**config.mk**
```make
export PLATFORM = sky130hd
export DESIGN_NAME = voice_allocator_flat
export DESIGN_NICKNAME = d
export VERILOG_FILES = /design/src/rtl/voice_allocator_pkg.sv /design/src/rtl/voice_allocator_if.sv /design/src/rtl/voice_allocator_voice_select.sv /design/src/rtl/voice_allocator.sv /design/src/flat_wrapper.sv
export SDC_FILE = /design/constraint.sdc
export NUM_CORES = 1
export LEC_CHECK = 0
export CORE_MARGIN = 1.5
export CORE_UTILIZATION = 25
export CTS_BUF_LIST = sky130_fd_sc_hd__clkbuf_8
export CTS_CLUSTER_DIAMETER = 200
export CTS_CLUSTER_SIZE = 12
export DETAILED_ROUTE_END_ITERATION = 8
export PLACE_DENSITY_LB_ADDON = 0.05
export SKIP_LAST_GASP = 1
export SYNTH_ARGS = -nofsm -noshare
export SYNTH_HDL_FRONTEND = slang
export SYNTH_SLANG_ARGS = --single-unit
```
**constraint.sdc**
```tcl
create_clock -name Clock -period 6.98 [get_ports Clock]
set_input_delay 1.047 -clock Clock [delete_from_list [all_inputs] [get_ports Clock]]
set_output_delay 1.047 -clock Clock [all_outputs]
set_load 0.01 [all_outputs]
```
**src/rtl/voice_allocator_pkg.sv**
```systemverilog
// Shared constants for the voice allocator: register offsets, gate values,
// FSM state encoding and bus write phases.
package voice_allocator_pkg;

  localparam int AGE_W = 8;

  typedef enum logic [1:0] {
    REG_INCR = 2'd0,
    REG_GATE = 2'd1,
    REG_WAVE = 2'd2,
    REG_PW   = 2'd3
  } reg_off_e;

  localparam logic [7:0] GATE_ON  = 8'h01;
  localparam logic [7:0] GATE_OFF = 8'h00;

  typedef enum logic [2:0] {
    ST_IDLE,
    ST_LOOKUP,
    ST_WR_OFF,
    ST_WR_INCR,
    ST_WR_GATE
  } state_e;

  typedef enum logic [1:0] {
    PH_SETUP,
    PH_STROBE,
    PH_HOLD
  } phase_e;

  function automatic logic [AGE_W-1:0] age_inc(input logic [AGE_W-1:0] a);
    return (a == {AGE_W{1'b1}}) ? a : a + 1'b1;
  endfunction

endpackage

```
**src/rtl/voice_allocator_if.sv**
```systemverilog
// Note request channel plus the wave-gen register write bus of the voice allocator.
interface voice_allocator_if #(
  parameter int NUM_VOICES = 4,
  parameter int WAVE_DEPTH = 8
);
  logic                  NoteValid;
  logic                  NoteReady;
  logic                  NoteOn;
  logic [6:0]            NoteNum;
  logic [WAVE_DEPTH-1:0] NoteIncr;
  logic [15:0]           BusAddress;
  logic [7:0]            BusDataOut;
  logic                  BusReadWrite;
  logic                  BusClock;
  logic [NUM_VOICES-1:0] ActiveMask;
  logic                  Busy;

  modport master (
    input  NoteValid, NoteOn, NoteNum, NoteIncr,
    output NoteReady, BusAddress, BusDataOut, BusReadWrite, BusClock, ActiveMask, Busy
  );

  modport slave (
    output NoteValid, NoteOn, NoteNum, NoteIncr,
    input  NoteReady, BusAddress, BusDataOut, BusReadWrite, BusClock, ActiveMask, Busy
  );
endinterface

```
**src/rtl/voice_allocator_voice_select.sv**
```systemverilog
// Combinational search over the voice table: note match, lowest free voice,
// and oldest valid voice (ties resolved toward the lowest index).
module voice_select #(
  parameter int NUM_VOICES = 4,
  parameter int IDX_W      = 2,
  parameter int AGE_W      = 8
) (
  input  logic [NUM_VOICES-1:0]            valid_i,
  input  logic [NUM_VOICES-1:0][6:0]       note_i,
  input  logic [NUM_VOICES-1:0][AGE_W-1:0] age_i,
  input  logic [6:0]                       key_i,
  output logic                             match_o,
  output logic [IDX_W-1:0]                 match_idx_o,
  output logic                             free_o,
  output logic [IDX_W-1:0]                 free_idx_o,
  output logic [IDX_W-1:0]                 oldest_idx_o
);

  logic [AGE_W-1:0] best_age;
  logic             found;

  always_comb begin
    match_o      = 1'b0;
    match_idx_o  = '0;
    free_o       = 1'b0;
    free_idx_o   = '0;
    oldest_idx_o = '0;
    best_age     = '0;
    found        = 1'b0;
    // Descending scan so the lowest index is the last (winning) assignment.
    for (int v = NUM_VOICES - 1; v >= 0; v--) begin
      if (valid_i[v] && (note_i[v] == key_i)) begin
        match_o     = 1'b1;
        match_idx_o = IDX_W'(v);
      end
      if (!valid_i[v]) begin
        free_o     = 1'b1;
        free_idx_o = IDX_W'(v);
      end
    end
    for (int v = 0; v < NUM_VOICES; v++) begin
      if (valid_i[v] && (!found || (age_i[v] > best_age))) begin
        found        = 1'b1;
        best_age     = age_i[v];
        oldest_idx_o = IDX_W'(v);
      end
    end
  end

endmodule

```
**src/rtl/voice_allocator.sv**
```systemverilog
// Voice allocator: assigns note events to wave-gen voices (match > free > steal oldest)
// and programs them with 3-cycle register writes (setup / strobe / hold).
module voice_allocator
  import voice_allocator_pkg::*;
#(
  parameter int          NUM_VOICES   = 4,
  parameter logic [15:0] BASE_ADDR    = 16'h0000,
  parameter int          VOICE_STRIDE = 4,
  parameter int          WAVE_DEPTH   = 8
) (
  input logic               Clock,
  input logic               Reset,
  voice_allocator_if.master bus
);

  localparam int IDX_W      = (NUM_VOICES > 1) ? $clog2(NUM_VOICES) : 1;
  localparam int INCR_EXT_W = (WAVE_DEPTH > 8) ? WAVE_DEPTH : 8;

  state_e                           state_q, state_d;
  phase_e                           phase_q, phase_d;
  logic [NUM_VOICES-1:0]            valid_q, valid_d;
  logic [NUM_VOICES-1:0][6:0]       note_q, note_d;
  logic [NUM_VOICES-1:0][AGE_W-1:0] age_q, age_d;
  logic [15:0]                      bus_addr_q, bus_addr_d;
  logic [7:0]                       bus_data_q, bus_data_d;
  logic                             bus_clk_q, bus_clk_d;

  logic                             on_q, on_d;
  logic [6:0]                       num_q, num_d;
  logic [WAVE_DEPTH-1:0]            incr_q, incr_d;
  logic [IDX_W-1:0]                 tgt_q, tgt_d;

  logic                             match_hit, free_hit;
  logic [IDX_W-1:0]                 match_idx, free_idx, oldest_idx, sel;
  logic [INCR_EXT_W-1:0]            incr_ext;
  logic [7:0]                       incr_byte;

  function automatic logic [15:0] reg_addr(input logic [IDX_W-1:0] v, input reg_off_e off);
    return BASE_ADDR + (16'(v) * 16'(VOICE_STRIDE)) + 16'(off);
  endfunction

  assign incr_ext  = INCR_EXT_W'(incr_q);
  assign incr_byte = incr_ext[7:0];

  voice_select #(
    .NUM_VOICES (NUM_VOICES),
    .IDX_W      (IDX_W),
    .AGE_W      (AGE_W)
  ) u_select (
    .valid_i      (valid_q),
    .note_i       (note_q),
    .age_i        (age_q),
    .key_i        (num_q),
    .match_o      (match_hit),
    .match_idx_o  (match_idx),
    .free_o       (free_hit),
    .free_idx_o   (free_idx),
    .oldest_idx_o (oldest_idx)
  );

  always_comb begin
    state_d    = state_q;
    phase_d    = phase_q;
    valid_d    = valid_q;
    note_d     = note_q;
    age_d      = age_q;
    bus_addr_d = bus_addr_q;
    bus_data_d = bus_data_q;
    on_d       = on_q;
    num_d      = num_q;
    incr_d     = incr_q;
    tgt_d      = tgt_q;
    sel        = match_hit ? match_idx : (free_hit ? free_idx : oldest_idx);

    unique case (state_q)
      ST_IDLE: begin
        if (bus.NoteValid) begin
          on_d    = bus.NoteOn;
          num_d   = bus.NoteNum;
          incr_d  = bus.NoteIncr;
          state_d = ST_LOOKUP;
        end
      end

      ST_LOOKUP: begin
        phase_d = PH_SETUP;
        if (on_q) begin
          tgt_d = sel;
          for (int v = 0; v < NUM_VOICES; v++) begin
            if (valid_q[v]) age_d[v] = age_inc(age_q[v]);
          end
          valid_d[sel] = 1'b1;
          note_d[sel]  = num_q;
          age_d[sel]   = '0;
          if (!match_hit && !free_hit) begin
            state_d    = ST_WR_OFF;
            bus_addr_d = reg_addr(sel, REG_GATE);
            bus_data_d = GATE_OFF;
          end else begin
            state_d    = ST_WR_INCR;
            bus_addr_d = reg_addr(sel, REG_INCR);
            bus_data_d = incr_byte;
          end
        end else if (match_hit) begin
          tgt_d              = match_idx;
          valid_d[match_idx] = 1'b0;
          age_d[match_idx]   = '0;
          state_d            = ST_WR_OFF;
          bus_addr_d         = reg_addr(match_idx, REG_GATE);
          bus_data_d         = GATE_OFF;
        end else begin
          state_d = ST_IDLE;
        end
      end

      ST_WR_OFF, ST_WR_INCR, ST_WR_GATE: begin
        unique case (phase_q)
          PH_SETUP:  phase_d = PH_STROBE;
          PH_STROBE: phase_d = PH_HOLD;
          default: begin
            phase_d = PH_SETUP;
            if (state_q == ST_WR_OFF && on_q) begin
              state_d    = ST_WR_INCR;
              bus_addr_d = reg_addr(tgt_q, REG_INCR);
              bus_data_d = incr_byte;
            end else if (state_q == ST_WR_INCR) begin
              state_d    = ST_WR_GATE;
              bus_addr_d = reg_addr(tgt_q, REG_GATE);
              bus_data_d = GATE_ON;
            end else begin
              state_d = ST_IDLE;
            end
          end
        endcase
      end

      default: state_d = ST_IDLE;
    endcase

    // Strobe is registered so BusClock is glitch-free and sits mid-write.
    bus_clk_d = (phase_d == PH_STROBE);
  end

  always_ff @(posedge Clock) begin
    if (!Reset) begin
      state_q    <= ST_IDLE;
      phase_q    <= PH_SETUP;
      valid_q    <= '0;
      note_q     <= '0;
      age_q      <= '0;
      bus_addr_q <= '0;
      bus_data_q <= '0;
      bus_clk_q  <= 1'b0;
    end else begin
      state_q    <= state_d;
      phase_q    <= phase_d;
      valid_q    <= valid_d;
      note_q     <= note_d;
      age_q      <= age_d;
      bus_addr_q <= bus_addr_d;
      bus_data_q <= bus_data_d;
      bus_clk_q  <= bus_clk_d;
    end
  end

  always_ff @(posedge Clock) begin
    on_q   <= on_d;
    num_q  <= num_d;
    incr_q <= incr_d;
    tgt_q  <= tgt_d;
  end

  assign bus.NoteReady    = Reset && (state_q == ST_IDLE);
  assign bus.Busy         = ~bus.NoteReady;
  assign bus.BusReadWrite = 1'b1;
  assign bus.BusClock     = bus_clk_q;
  assign bus.BusAddress   = bus_addr_q;
  assign bus.BusDataOut   = bus_data_q;
  assign bus.ActiveMask   = valid_q;

endmodule

```
**src/flat_wrapper.sv**
```systemverilog
// flat-port wrapper written by rule: the top's interface ports become plain ports
module voice_allocator_flat import voice_allocator_pkg::*;
#(
  parameter int          NUM_VOICES   = 4,
  parameter logic [15:0] BASE_ADDR    = 16'h0000,
  parameter int          VOICE_STRIDE = 4,
  parameter int          WAVE_DEPTH   = 8
)
  (Clock, Reset, bus_NoteValid, bus_NoteOn, bus_NoteNum, bus_NoteIncr, bus_NoteReady, bus_BusAddress, bus_BusDataOut, bus_BusReadWrite, bus_BusClock, bus_ActiveMask, bus_Busy);
  voice_allocator_if #(.NUM_VOICES(NUM_VOICES), .WAVE_DEPTH(WAVE_DEPTH)) bus_i ();
  input logic Clock;
  input logic Reset;
  input wire logic [$bits(bus_i.NoteValid)-1:0] bus_NoteValid;
  input wire logic [$bits(bus_i.NoteOn)-1:0] bus_NoteOn;
  input wire logic [$bits(bus_i.NoteNum)-1:0] bus_NoteNum;
  input wire logic [$bits(bus_i.NoteIncr)-1:0] bus_NoteIncr;
  output wire logic [$bits(bus_i.NoteReady)-1:0] bus_NoteReady;
  output wire logic [$bits(bus_i.BusAddress)-1:0] bus_BusAddress;
  output wire logic [$bits(bus_i.BusDataOut)-1:0] bus_BusDataOut;
  output wire logic [$bits(bus_i.BusReadWrite)-1:0] bus_BusReadWrite;
  output wire logic [$bits(bus_i.BusClock)-1:0] bus_BusClock;
  output wire logic [$bits(bus_i.ActiveMask)-1:0] bus_ActiveMask;
  output wire logic [$bits(bus_i.Busy)-1:0] bus_Busy;
  assign bus_i.NoteValid = bus_NoteValid;
  assign bus_i.NoteOn = bus_NoteOn;
  assign bus_i.NoteNum = bus_NoteNum;
  assign bus_i.NoteIncr = bus_NoteIncr;
  assign bus_NoteReady = bus_i.NoteReady;
  assign bus_BusAddress = bus_i.BusAddress;
  assign bus_BusDataOut = bus_i.BusDataOut;
  assign bus_BusReadWrite = bus_i.BusReadWrite;
  assign bus_BusClock = bus_i.BusClock;
  assign bus_ActiveMask = bus_i.ActiveMask;
  assign bus_Busy = bus_i.Busy;
  voice_allocator #(.NUM_VOICES(NUM_VOICES), .BASE_ADDR(BASE_ADDR), .VOICE_STRIDE(VOICE_STRIDE), .WAVE_DEPTH(WAVE_DEPTH)) u_core (.Clock(Clock), .Reset(Reset), .bus(bus_i));
endmodule
```
==> impl_metrics.env <==
export IMPL_status="completed"
export IMPL_die_h_microns=156
export IMPL_detail_route_wl_per_cell_microns=16.9
export IMPL_p_per_area_nw_per_um2=171
export IMPL_tns_ns=0
export IMPL_htree_levels=3
export IMPL_antenna_found_initial=0
export IMPL_synth_enable_flop_cells=18
export IMPL_postSynth_asyncResetShare=0
export IMPL_wl_mm=17.4
export IMPL_ios=51
export IMPL_multi_input_area_sq_um=3360
export IMPL_io_buffer_count=36
export IMPL_maxCapViolations=0
export IMPL_worstReg2RegStart="u_core.bus.ActiveMask[0]$_SDFFE_PN0P_"
export IMPL_setup_slack_ns=0.614
export IMPL_fin_nets=756
export IMPL_rsz0062_at_grt="false"
export IMPL_reg2reg_depth=25
export IMPL_core_area_sq_um=22800
export IMPL_layout_drive_gt1_share=0.0812
export IMPL_initial_utilization=0.258
export IMPL_cp_start_kind="register"
export IMPL_clock_sinks=99
export IMPL_fin_util=0.293
export IMPL_ys_seq_area_frac=0.367
export IMPL_crit_path_end="u_core.note_q[23]$_SDFFE_PN0P_"
export IMPL_startpoint="u_core.bus.ActiveMask[0]$_SDFFE_PN0P_"
export IMPL_cellLeakagePower_uw=0.00233
export IMPL_cts_root_buffer="clkbuf_8"
export IMPL_antenna_left=0
export IMPL_grt_max_degree=44
export IMPL_drt_iter0_drc=308
export IMPL_rows=55
export IMPL_r2r_setup_slack_ns=0.61
export IMPL_critPathKind="reg2reg"
export IMPL_die_x_microns=156
export IMPL_synth_cell_types=76
export IMPL_fillers=2466
export IMPL_grt_pass1_wl_mm=27.9
export IMPL_post_dp_cell_area_sq_um=6430
export IMPL_first_pass_iters=5
export IMPL_relSlewSlack=0.471
export IMPL_finalClockSkew_ns=0.0215
export IMPL_grt_pass1_vias=4990
export IMPL_worstPathArrival_ns=6.63
export IMPL_ir_drop_mv=0.0726
export IMPL_synth_ff_type="dfxtp_1"
export IMPL_diodes=0
export IMPL_netlist_instances=682
export IMPL_crit_required_ns=7.25
export IMPL_synth_avg_cell_area_sq_um=8.63
export IMPL_hpwl_mm=12.5
export IMPL_seq_area_sq_um=2160
export IMPL_yosysWarnings=0
export IMPL_path_clk_slew_ns=0.12
export IMPL_dp_cells=1008
export IMPL_fin_area_sq_um=6690
export IMPL_cp_max_fo=14
export IMPL_num_vias=5087
export IMPL_worst_pin_slew_ns=0.791
export IMPL_grt_ovfl_total=0
export IMPL_clockBufferDepth=2
export IMPL_numCtsBuffers=9
export IMPL_slew_violations=0
export IMPL_pre_cts_ws_ns=0.258
export IMPL_finalCritPeriodShare=0.912
export IMPL_hold_viol_final=0
export IMPL_fmax_ghz=0.157
export IMPL_clock_latency_ns=0.40
export IMPL_cts_tree="yes"
export IMPL_gp_congestion=0.882
export IMPL_drc_errors=0
export IMPL_syn2layout_area_growth_pct=13.7
export IMPL_worstSetupEndpointType="register"
export IMPL_fin_cells=1027
export IMPL_synth_cell_area_sq_um=5890
export IMPL_final_setup_viol_count=0
export IMPL_routed_via_density=4.95
export IMPL_reg2reg_to="u_core.note_q[23]$_SDFFE_PN0P_"
export IMPL_die_area_sq_um=24500
export IMPL_hp_class="reg2reg"
export IMPL_fin_crit_ns=6.37
export IMPL_synth_seq_cells=99
export IMPL_track_usage=0.149
==> state kept, by name (all words and copies together), names as in the netlist <==
signal,count
u_core.bus.BusDataOut,8
u_core.bus.ActiveMask,4
u_core.bus.BusAddress,3
u_core.bus.BusClock,1
u_core.note_q,28
u_core.phase_q,2
u_core.on_q,1
u_core.num_q,7
u_core.incr_byte,8
u_core.tgt_q,2
u_core.state_q,3
u_core.age_q,32
==> cells in the mapped netlist, types with 4 or more instances <==
library cell	instances	area (sq um)
a211oi_1	4	30.0
a21o_1	4	30.0
a21oi_1	47	235
a22oi_1	8	60.1
a31oi_1	22	138
and3_1	4	25.0
and4_1	5	43.8
buf_2	4	20.0
buf_4	14	105
buf_6	10	113
clkbuf_1	14	52.6
clkbuf_8	4	55.1
dfxtp_1	81	1620
edfxtp_1	18	541
ha_1	28	350
inv_1	26	97.6
mux2i_1	21	210
nand2_1	56	210
nand3_1	32	160
nand4_1	25	156
nor2_1	72	270
nor2b_1	5	31.3
nor3_1	12	60.1
o21a_1	4	30.0
o21ai_0	44	220
o22ai_1	7	43.8
or3_1	5	31.3
or4_1	5	37.5
xnor2_1	21	184
xor2_1	12	105
==> power by group <==
| part | total (uW) | internal (uW) | switching [uW] | leakage (uW) |
|---|---|---|---|---|
| sequential | 623 | 599 | 23.1 | 0.000824 |
| clock | 383 | 141 | 243 | 0.000103 |
| combinational | 136 | 53.4 | 82.1 | 0.00140 |
| total | 1140 | 794 | 348 | 0.00233 |
==> cells by family after synthesis <==
family / Yosys count / synth area share
AO/OA/AOI/OAI: 179 / 0.196
XOR/XNOR: 33 / 0.0491
adder cells (fa/ha/maj): 28 / 0.0595
buffers and inverters: 74 / 0.0765
flip-flops: 99 / 0.367
multiplexers: 24 / 0.0414
other: 2 / 0.00128
AND/OR/NAND/NOR: 243 / 0.209
==> final cells by class <==
cell class / instances / area share
clock buffer: 9 / 0.0185
clock inverter: 7 / 0.0103
inverter: 27 / 0.0151
multi-input combinational: 521 / 0.502
sequential: 99 / 0.323
tap: 313 / 0.0585
timing repair buffer: 51 / 0.0726
==> through the flow <==
step / total power, uW / hold WS, ns
6_report: 1140 / 0.492
5_1_grt: 1210 / 0.525
4_1_cts: 1170 / 0.497
3_5_place_dp: 772 / 0.471
3_3_place_gp: 771 / 0.462
2_1_floorplan: 726 / 0.459
==> critical path: stages, from the launching register on <==
cell and delay (ns):
dfxtp_2 0.46, buf_4 0.22, nand2_1 0.09, ha_1 0.31, nand4_1 0.10, o311ai_0 0.55, a21oi_4 0.14, buf_4 0.20
a21oi_1 0.24, ha_1 0.28, nor2b_1 0.13, o211ai_1 0.20, a211o_2 0.19, o211ai_1 0.09, nand2_1 0.32, mux2_2 0.39
ha_1 0.29, and4_1 0.21, a21boi_0 0.18, a22oi_1 0.12, a41oi_1 0.35, o21ai_2 0.15, buf_4 0.16, a211oi_4 0.53
mux2i_1 0.25, nor2_1 0.05
==> per-layer routing <==
| layer | up-vias | global-route usage | part of all wire |
|---|---|---|---|
| li1 | 2520 | - | - |
| met1 | 2419 | 0.196 | 0.47 |
| met2 | 127 | 0.247 | 0.48 |
| met3 | 21 | 0.0266 | 0.043 |
| met4 | 0 | 0.0435 | 0.014 |
| met5 | - | 0 | 0 |
==> what timing repair did <==
item	4_1_cts	5_1_grt
setup buffers	0	3
endpoints found under the setup margin	0	55
gates resized for setup	0	6
hold buffers	0	0
==> how the worst min path moves through the flow <==
| stage | start | to | slack (ns) | depth (start not counted) |
|---|---|---|---|---|
| finish | u_core.incr_byte[3]$_DFFE_PP_ | u_core.bus.BusDataOut[3]$_SDFFE_PN0P_ | 0.49 | 2 |
| global route | u_core.note_q[1]$_SDFFE_PN0P_ | u_core.note_q[1]$_SDFFE_PN0P_ | 0.53 | 2 |
| CTS | u_core.note_q[6]$_SDFFE_PN0P_ | u_core.note_q[6]$_SDFFE_PN0P_ | 0.50 | 2 |
| detailed placement | u_core.incr_byte[2]$_DFFE_PP_ | u_core.bus.BusDataOut[2]$_SDFFE_PN0P_ | 0.47 | 2 |
| global placement | u_core.incr_byte[3]$_DFFE_PP_ | u_core.bus.BusDataOut[3]$_SDFFE_PN0P_ | 0.46 | 2 |
| floorplan | u_core.incr_byte[1]$_DFFE_PP_ | u_core.bus.BusDataOut[1]$_SDFFE_PN0P_ | 0.46 | 2 |
==> layout by cell type (no fill, tap or decap), types with 21 or more instances in the layout <==
cell type,netlist,final
clkdlybuf4s50_1,0,36
nand4_1,25,25
a31oi_1,22,22
dfxtp_1,81,80
nand2_1,56,56
nor2_1,72,72
xnor2_1,21,21
o21ai_0,44,44
ha_1,28,28
nand3_1,32,32
inv_1,26,27
mux2i_1,21,21
a21oi_1,47,46
Note: power is estimated with default switching activity, not from simulation.
